`src/rtl/sdu_tx_arbiter.sv`:
```
// Message-granular arbiter sharing one uart_tx byte channel between two
// requesters (A: debug replies, B: print/echo), with a stall timeout.
module sdu_tx_arbiter #(
   parameter int unsigned TIMEOUT = 1024
) (
   input  logic       clk,
   input  logic       rst,
   input  logic [7:0] d_a,
   input  logic       vld_a,
   output logic       rdy_a,
   input  logic       last_a,
   input  logic [7:0] d_b,
   input  logic       vld_b,
   output logic       rdy_b,
   input  logic       last_b,
   output logic [7:0] d_tx,
   output logic       vld_tx,
   input  logic       rdy_tx,
   output logic [1:0] grant,
   output logic       timeout
);

   // Handshake: a byte moves on any port only in a cycle where its valid and
   // ready are both high; valid and data never depend on the same port's ready.
   typedef enum logic [1:0] {
      IDLE  = 2'b00,
      GNT_A = 2'b01,
      GNT_B = 2'b10
   } state_e;

   localparam logic [15:0] STALL_LIMIT = 16'(TIMEOUT - 1);

   state_e      state_q, state_d;
   logic        last_served_q, last_served_d;
   logic [7:0]  d_tx_q, d_tx_d;
   logic        vld_tx_q, vld_tx_d;
   logic [15:0] stall_q, stall_d;
   logic        timeout_q, timeout_d;

   logic        own_a;
   logic        own_b;
   logic        out_free;
   logic        own_vld;
   logic [7:0]  own_d;
   logic        own_last;
   logic        accept;
   logic        stall_hit;

   assign own_a     = (state_q == GNT_A);
   assign own_b     = (state_q == GNT_B);
   assign out_free  = !vld_tx_q || rdy_tx;
   assign rdy_a     = own_a && out_free;
   assign rdy_b     = own_b && out_free;
   assign own_vld   = (own_a && vld_a) || (own_b && vld_b);
   assign own_d     = own_a ? d_a : d_b;
   assign own_last  = own_a ? last_a : last_b;
   assign accept    = own_vld && out_free;
   assign stall_hit = (stall_q == STALL_LIMIT);

   // Output holding register: a new byte and a drain in the same cycle keep
   // vld_tx high so a streaming owner gets one byte per cycle.
   always_comb begin
      d_tx_d   = d_tx_q;
      vld_tx_d = vld_tx_q;
      if (accept) begin
         d_tx_d   = own_d;
         vld_tx_d = 1'b1;
      end else if (vld_tx_q && rdy_tx) begin
         vld_tx_d = 1'b0;
      end
   end

   // last_served: 1 means B was served last, so A wins the next tie.
   always_comb begin
      state_d       = state_q;
      last_served_d = last_served_q;
      stall_d       = stall_q;
      timeout_d     = 1'b0;
      case (state_q)
         IDLE: begin
            stall_d = '0;
            if (vld_a && (!vld_b || last_served_q)) begin
               state_d = GNT_A;
            end else if (vld_b) begin
               state_d = GNT_B;
            end
         end
         GNT_A, GNT_B: begin
            if (accept) begin
               stall_d = '0;
               if (own_last) begin
                  state_d       = IDLE;
                  last_served_d = own_b;
               end
            end else if (!own_vld) begin
               // Only an absent owner counts as a stall; downstream backpressure does not.
               if (stall_hit) begin
                  state_d       = IDLE;
                  last_served_d = own_b;
                  timeout_d     = 1'b1;
                  stall_d       = '0;
               end else if (stall_q != 16'hFFFF) begin
                  stall_d = stall_q + 16'd1;
               end
            end
         end
         default: begin
            state_d = IDLE;
         end
      endcase
   end

   always_ff @(posedge clk or negedge rst) begin
      if (!rst) begin
         state_q       <= IDLE;
         last_served_q <= 1'b1;
         d_tx_q        <= 8'h00;
         vld_tx_q      <= 1'b0;
         stall_q       <= '0;
         timeout_q     <= 1'b0;
      end else begin
         state_q       <= state_d;
         last_served_q <= last_served_d;
         d_tx_q        <= d_tx_d;
         vld_tx_q      <= vld_tx_d;
         stall_q       <= stall_d;
         timeout_q     <= timeout_d;
      end
   end

   // grant is the state register itself, so it doubles as the FSM debug view.
   assign grant   = state_q;
   assign d_tx    = d_tx_q;
   assign vld_tx  = vld_tx_q;
   assign timeout = timeout_q;

endmodule

```
`config.mk`:
```
export PLATFORM = sky130hd
export DESIGN_NAME = sdu_tx_arbiter
export DESIGN_NICKNAME = d
export VERILOG_FILES = /design/src/rtl/sdu_tx_arbiter.sv
export SDC_FILE = /design/constraint.sdc
export NUM_CORES = 1
export LEC_CHECK = 0
export ABC_AREA = 1
export CORE_ASPECT_RATIO = 0.7
export CORE_UTILIZATION = 23
export CTS_CLUSTER_DIAMETER = 150
export DETAILED_ROUTE_END_ITERATION = 6
export SLEW_MARGIN = 10
export SYNTH_ARGS = -nofsm -noshare
export SYNTH_HDL_FRONTEND = slang
export SYNTH_SLANG_ARGS = --single-unit
```
`constraint.sdc`:
```
create_clock -name clk -period 2.5 [get_ports clk]
set_input_delay 0.5 -clock clk [delete_from_list [all_inputs] [get_ports clk]]
set_output_delay 0.5 -clock clk [all_outputs]
set_load 0.05 [all_outputs]
```
* Word level (Yosys, flattened, before mapping)
Cells that the tools add are included.
W data, S select, Z words.
** Operators by class
- Shifts and indexed selects :: 0
- Equal/unequal tests :: 11
- $mul :: 0
- Reduce and logical (&&, ||, !) cells :: 20
- $lt $le $gt $ge :: 0
- Divide/modulo/power cells :: 0
- $add $sub $neg :: 1
- Bitwise gates (word level) :: 0
- Mux-type cells :: 24
** Operators by type and width (count)
- $mux W16 :: 4
- $pmux W16 S2 :: 1
- $add A16 B1 Y16 const B :: 1
- $eq A16 B10 Y1 const B :: 1
- $ne A16 B16 Y1 const B :: 1
- $mux W2 :: 6
- $ne A3 B3 Y1 const B :: 4
- $mux W1 :: 11
- $mux W8 :: 1
- $reduce_and A4 Y1 :: 2
- $logic_and A1 B1 Y1 :: 7
- $reduce_bool A2 Y1 :: 3
- $ne A4 B4 Y1 const B :: 1
- $pmux W2 S2 :: 1
- $logic_or A1 B1 Y1 :: 3
- $reduce_and A3 Y1 :: 1
- $eq A2 B1 Y1 const B :: 1
- $eq A2 B2 Y1 const B :: 1
- $logic_not A1 Y1 :: 2
- $logic_not A2 Y1 :: 1
- $ne A2 B1 Y1 const B :: 1
- $ne A2 B2 Y1 const B :: 1
- $reduce_or A2 Y1 :: 1
** Storage, ports and cells
- Word-level logic and storage cells :: 62
- Latch bits :: 0
- Bits in writable memories :: 0
- Register bits :: 29
- Memories kept :: 0
- Memory bits (read-only) :: 0
- Input bits :: 23
- Output and inout port bits :: 14

* Logic depth before layout (Yosys ltp)
- Depth in word-level cells :: 6
- Depth in mapped cells :: 13
- Mapped depth without buffers :: 12

* Least setup slack after synthesis
No wires, ideal clock.
- Kind :: reg2out
- From :: register state_q[0] (netlist: grant[0])
- To :: output port rdy_a
- Path slack :: 0.012 ns
- Required time :: 2.000 ns
- Path buffers :: 1
- Stages on the path, launching flop included :: 5
- Data arrival time :: 1.988 ns
- Path through :: dfrtp_1 > ha_1 > buf_2 > clkinv_1 > nor2_1
** Between the ends
- Word-level cells in the longest chain between the ends :: 2
** RTL lines
- start, declared :: line 33 : state_e state_q, state_d;
- start signal, assigned :: line 122 : state_q <= state_d;
- $eq A2 B1 Y1 :: line 49 : assign own_a = (state_q == GNT_A);
- $logic_and A1 B1 Y1 :: line 52 : assign rdy_a = own_a && out_free;
- end, declared :: line 10 : output logic rdy_a,
No other way between the ends.

* Worst setup path after layout
- From :: register state_q[1] (netlist: grant[1])
- To :: output port rdy_a
Same word-level chain as after synthesis.

==> flow_summary_export.csv <==
group,metric,value,unit
status,outcome,"complete, no violations",
grt,grt-ovfl-total,0,
floorplan,rows,27,
route,drt-total-wl,4.760,mm
clocking,post-cts-setup-buffers,0,
final_layout,num-fill-cells,860,
synthesis,synth_async_sr_flop_share,100.0,%
clocking,cts_resized,0,
final_layout,final_nets,342,
synthesis,yosys-top-cells-area,"dfrtp_1 (37%), nand2_1 (19%), nor2_1 (9.0%), nand3_1 (4.5%), inv_1 (4.4%)",
synthesis,synthesis.nets,300,
timing,fin_crit_sh,90.15,%
clocking,cts_hold_buf,0,
timing,fin_crit,2.254,ns
synthesis,netlist_area,1879,um^2
synthesis,yosysTopAreaCell,"dfrtp_1",
grt,grt_pass1_vias,1690,
synthesis,synth-seq-cells,29,
clocking,cts_buffer_depth,2,
placement,hpwl,3.622,mm
timing,rsz0062_at_grt,"no",
route,wl_met3,210,um
clocking,cts_made_buffers,5,
synthesis,synthCells,272,
final_layout,multi_input_area,1021,um^2
worst_setup_path,reg2reg_depth,10,
clocking,htreeDepth,2,
clocking,root_buffer,"clkbuf_16",
synthesis,synth_top_area_share,37.28,%
worst_setup_path,worstReg2RegStart,"stall_q[0]",
placement,io_buffers,36,
floorplan,initial_core_util,23.77,%
route,drtIter0Drc,110,
floorplan,die_x,110.0,um
synthesis,synth.distinct_cells,28,
floorplan,die_h,77.63,um
timing,max_slew_margin,65.77,%
route,top_layer,"met4",
worst_setup_path,arrival,1.75,ns
route,wl_met1,2.532,mm
final_layout,utilization,32.18,%
synthesis,synth_seq_area_share,38.68,%
timing,clock_skew,0.005322,ns
final_layout,seqCellArea,726.9,um^2
final_layout,diodes,0,
timing,timing.fmax,443.7,MHz
worst_setup_path,r2r-end,"stall_q[13]",
grt,track_usage,12.30,%
grt,grt_pass1_wl,8.031,mm
worst_setup_path,crit_fanout,10,
route,wl_met2,1.943,mm
power,powerDensity,1053,nW/um^2
timing,worst_slack,0.2462,ns
timing,timing.final.hold_violations,0,
floorplan,dieArea,8542,um^2
synthesis,synth_area_per_cell,6.909,um^2
route,first_pass_iters,5,
grt,antenna_found_initial,0,
route,wl_per_cell,11.44,um
clocking,path_clk_slew,0.05,ns
synthesis,synth_most_common_cell,"nand2_1",
final_layout,area_growth,35.35,%
power,p_leak,1.153,nW
synthesis,ys_warn_count,0,
power,ir_worst_vdd,486.4,uV
worst_setup_path,r2r_slack,0.71,ns
worst_setup_path,endpoint,"rdy_a",
timing,worstMarginPinSlew,0.5118,ns
route,via_per_inst,4.387,
worst_setup_path,cp-end-kind,"primary output",
route,ant_nets,0,
placement,gp_congestion,0.8874,
worst_setup_path,cp-startpoint,"grant[1]",
clocking,cts_sinks,29,
timing,slew_viol_final,0,
route,via_count,1825,
run,cap_violations,0,
final_layout,drive_above_1_share,9.524,%
floorplan,core-area,7905,um^2
grt,grt_max_degree,30,
clocking,cts_tree,"built",
timing,finalSetupTns,0,ns
synthesis,ys.flop_type,"dfrtp_1",
synthesis,synth_common_cells,"nand2_1 (95), nor2_1 (45), dfrtp_1 (28)",
synthesis,synth_enable_flop_cells,0,
timing,finalSetupViolations,0,
route,drc,0,
placement,pre_cts_ws,0.4322,ns
power,totalPowerFinal,0.002678,W
worst_setup_path,crit_required,2.00,ns
clocking,insertion_delay,0.27,ns
min_path,min_path_type,"register to register",
floorplan,io-pin-count,37,
worst_setup_path,cp-start-kind,"register",
worst_setup_path,crit_type,"register to primary output",
[sequential cells by signal, summed over array words and instances (netlist names)]
signal / count
vld_tx: 1
d_tx: 8
last_served_q: 1
stall_q: 16
timeout: 1
grant: 2
[through the flow]
stage	cells	hold WS (ns)	cell area [um^2]
after floorplan	272	0.2044	1879
after global placement	408	0.4954	2386
after detailed placement	408	0.4955	2386
after CTS	416	0.5036	2544
after global routing	416	0.5328	2544
final	416	0.5024	2544
[power breakdown]
group	total [W]	internal, W	switching (W)
Sequential	0.000671	0.000591	0.0000799
Combinational	0.00138	0.000474	0.000902
Clock	0.000631	0.000421	0.000210
[critical path, stage by stage, from the launching register on]
cell and delay [ns]:
dfrtp_1 0.43, inv_1 0.11, ha_1 0.20, clkinv_1 0.29, nor2_1 0.28, buf_12 0.17
[cell type report]
| class | count | area share (%) |
|---|---|---|
| Clock buffer | 7 | 6.001 |
| Clock inverter | 1 | 0.1968 |
| Inverter | 25 | 3.689 |
| Multi-Input combinational cell | 212 | 40.14 |
| Sequential cell | 29 | 28.58 |
| Tap cell | 101 | 4.968 |
| Timing Repair Buffer | 41 | 16.43 |
[logic make-up (layout without fill, tap and decap cells)]
logic type | Yosys count | after routing | synth area share [%]
adders and majority gates | 5 | 5 | 3.329
buffers and inverters | 31 | 74 | 6.990
DFF | 29 | 29 | 38.68
xor gates and xnor gates | 6 | 6 | 2.796
AOI/OAI and AO/OA | 17 | 17 | 5.459
and+or+nand+nor | 184 | 184 | 42.74
[per-layer routing]
metal | vias up | GRT usage (%)
met1 | 832 | 18.39
met5 | - | 0
met3 | 5 | 2.773
met4 | 0 | 4.400
li1 | 950 | -
met2 | 38 | 16.94
[cells in the final DEF, fill, tap and decap left out]
cell type and n:
a21oi_1 2, a31oi_1 8, buf_12 2, buf_4 5, clkbuf_16 5, clkbuf_8 2, clkdlybuf4s50_1 34, clkinv_1 2
clkinv_2 1, dfrtp_1 28, dfstp_2 1, ha_1 5, inv_1 22, inv_2 1, nand2_1 95, nand2_2 4
nand2_4 2, nand3_1 17, nand3_2 1, nand3b_2 1, nand4_1 13, nor2_1 45, nor2_2 4, nor2_4 1
nor4_1 1, o21ai_0 4, o21bai_1 3, xnor2_1 1, xor2_1 5
[worst min path at each step]
| stage | start | endpoint | slack, ns | depth (start not counted) |
|---|---|---|---|---|
| detailed placement | last_served_q | last_served_q | 0.50 | 2 |
| global placement | last_served_q | last_served_q | 0.50 | 2 |
| finish | last_served_q | last_served_q | 0.50 | 2 |
| floorplan | rst | d_tx[0] | 0.20 | 0 |
| CTS | last_served_q | last_served_q | 0.50 | 2 |
| global route | last_served_q | last_served_q | 0.53 | 2 |
No activity file was read; power rests on OpenSTA's default activity.
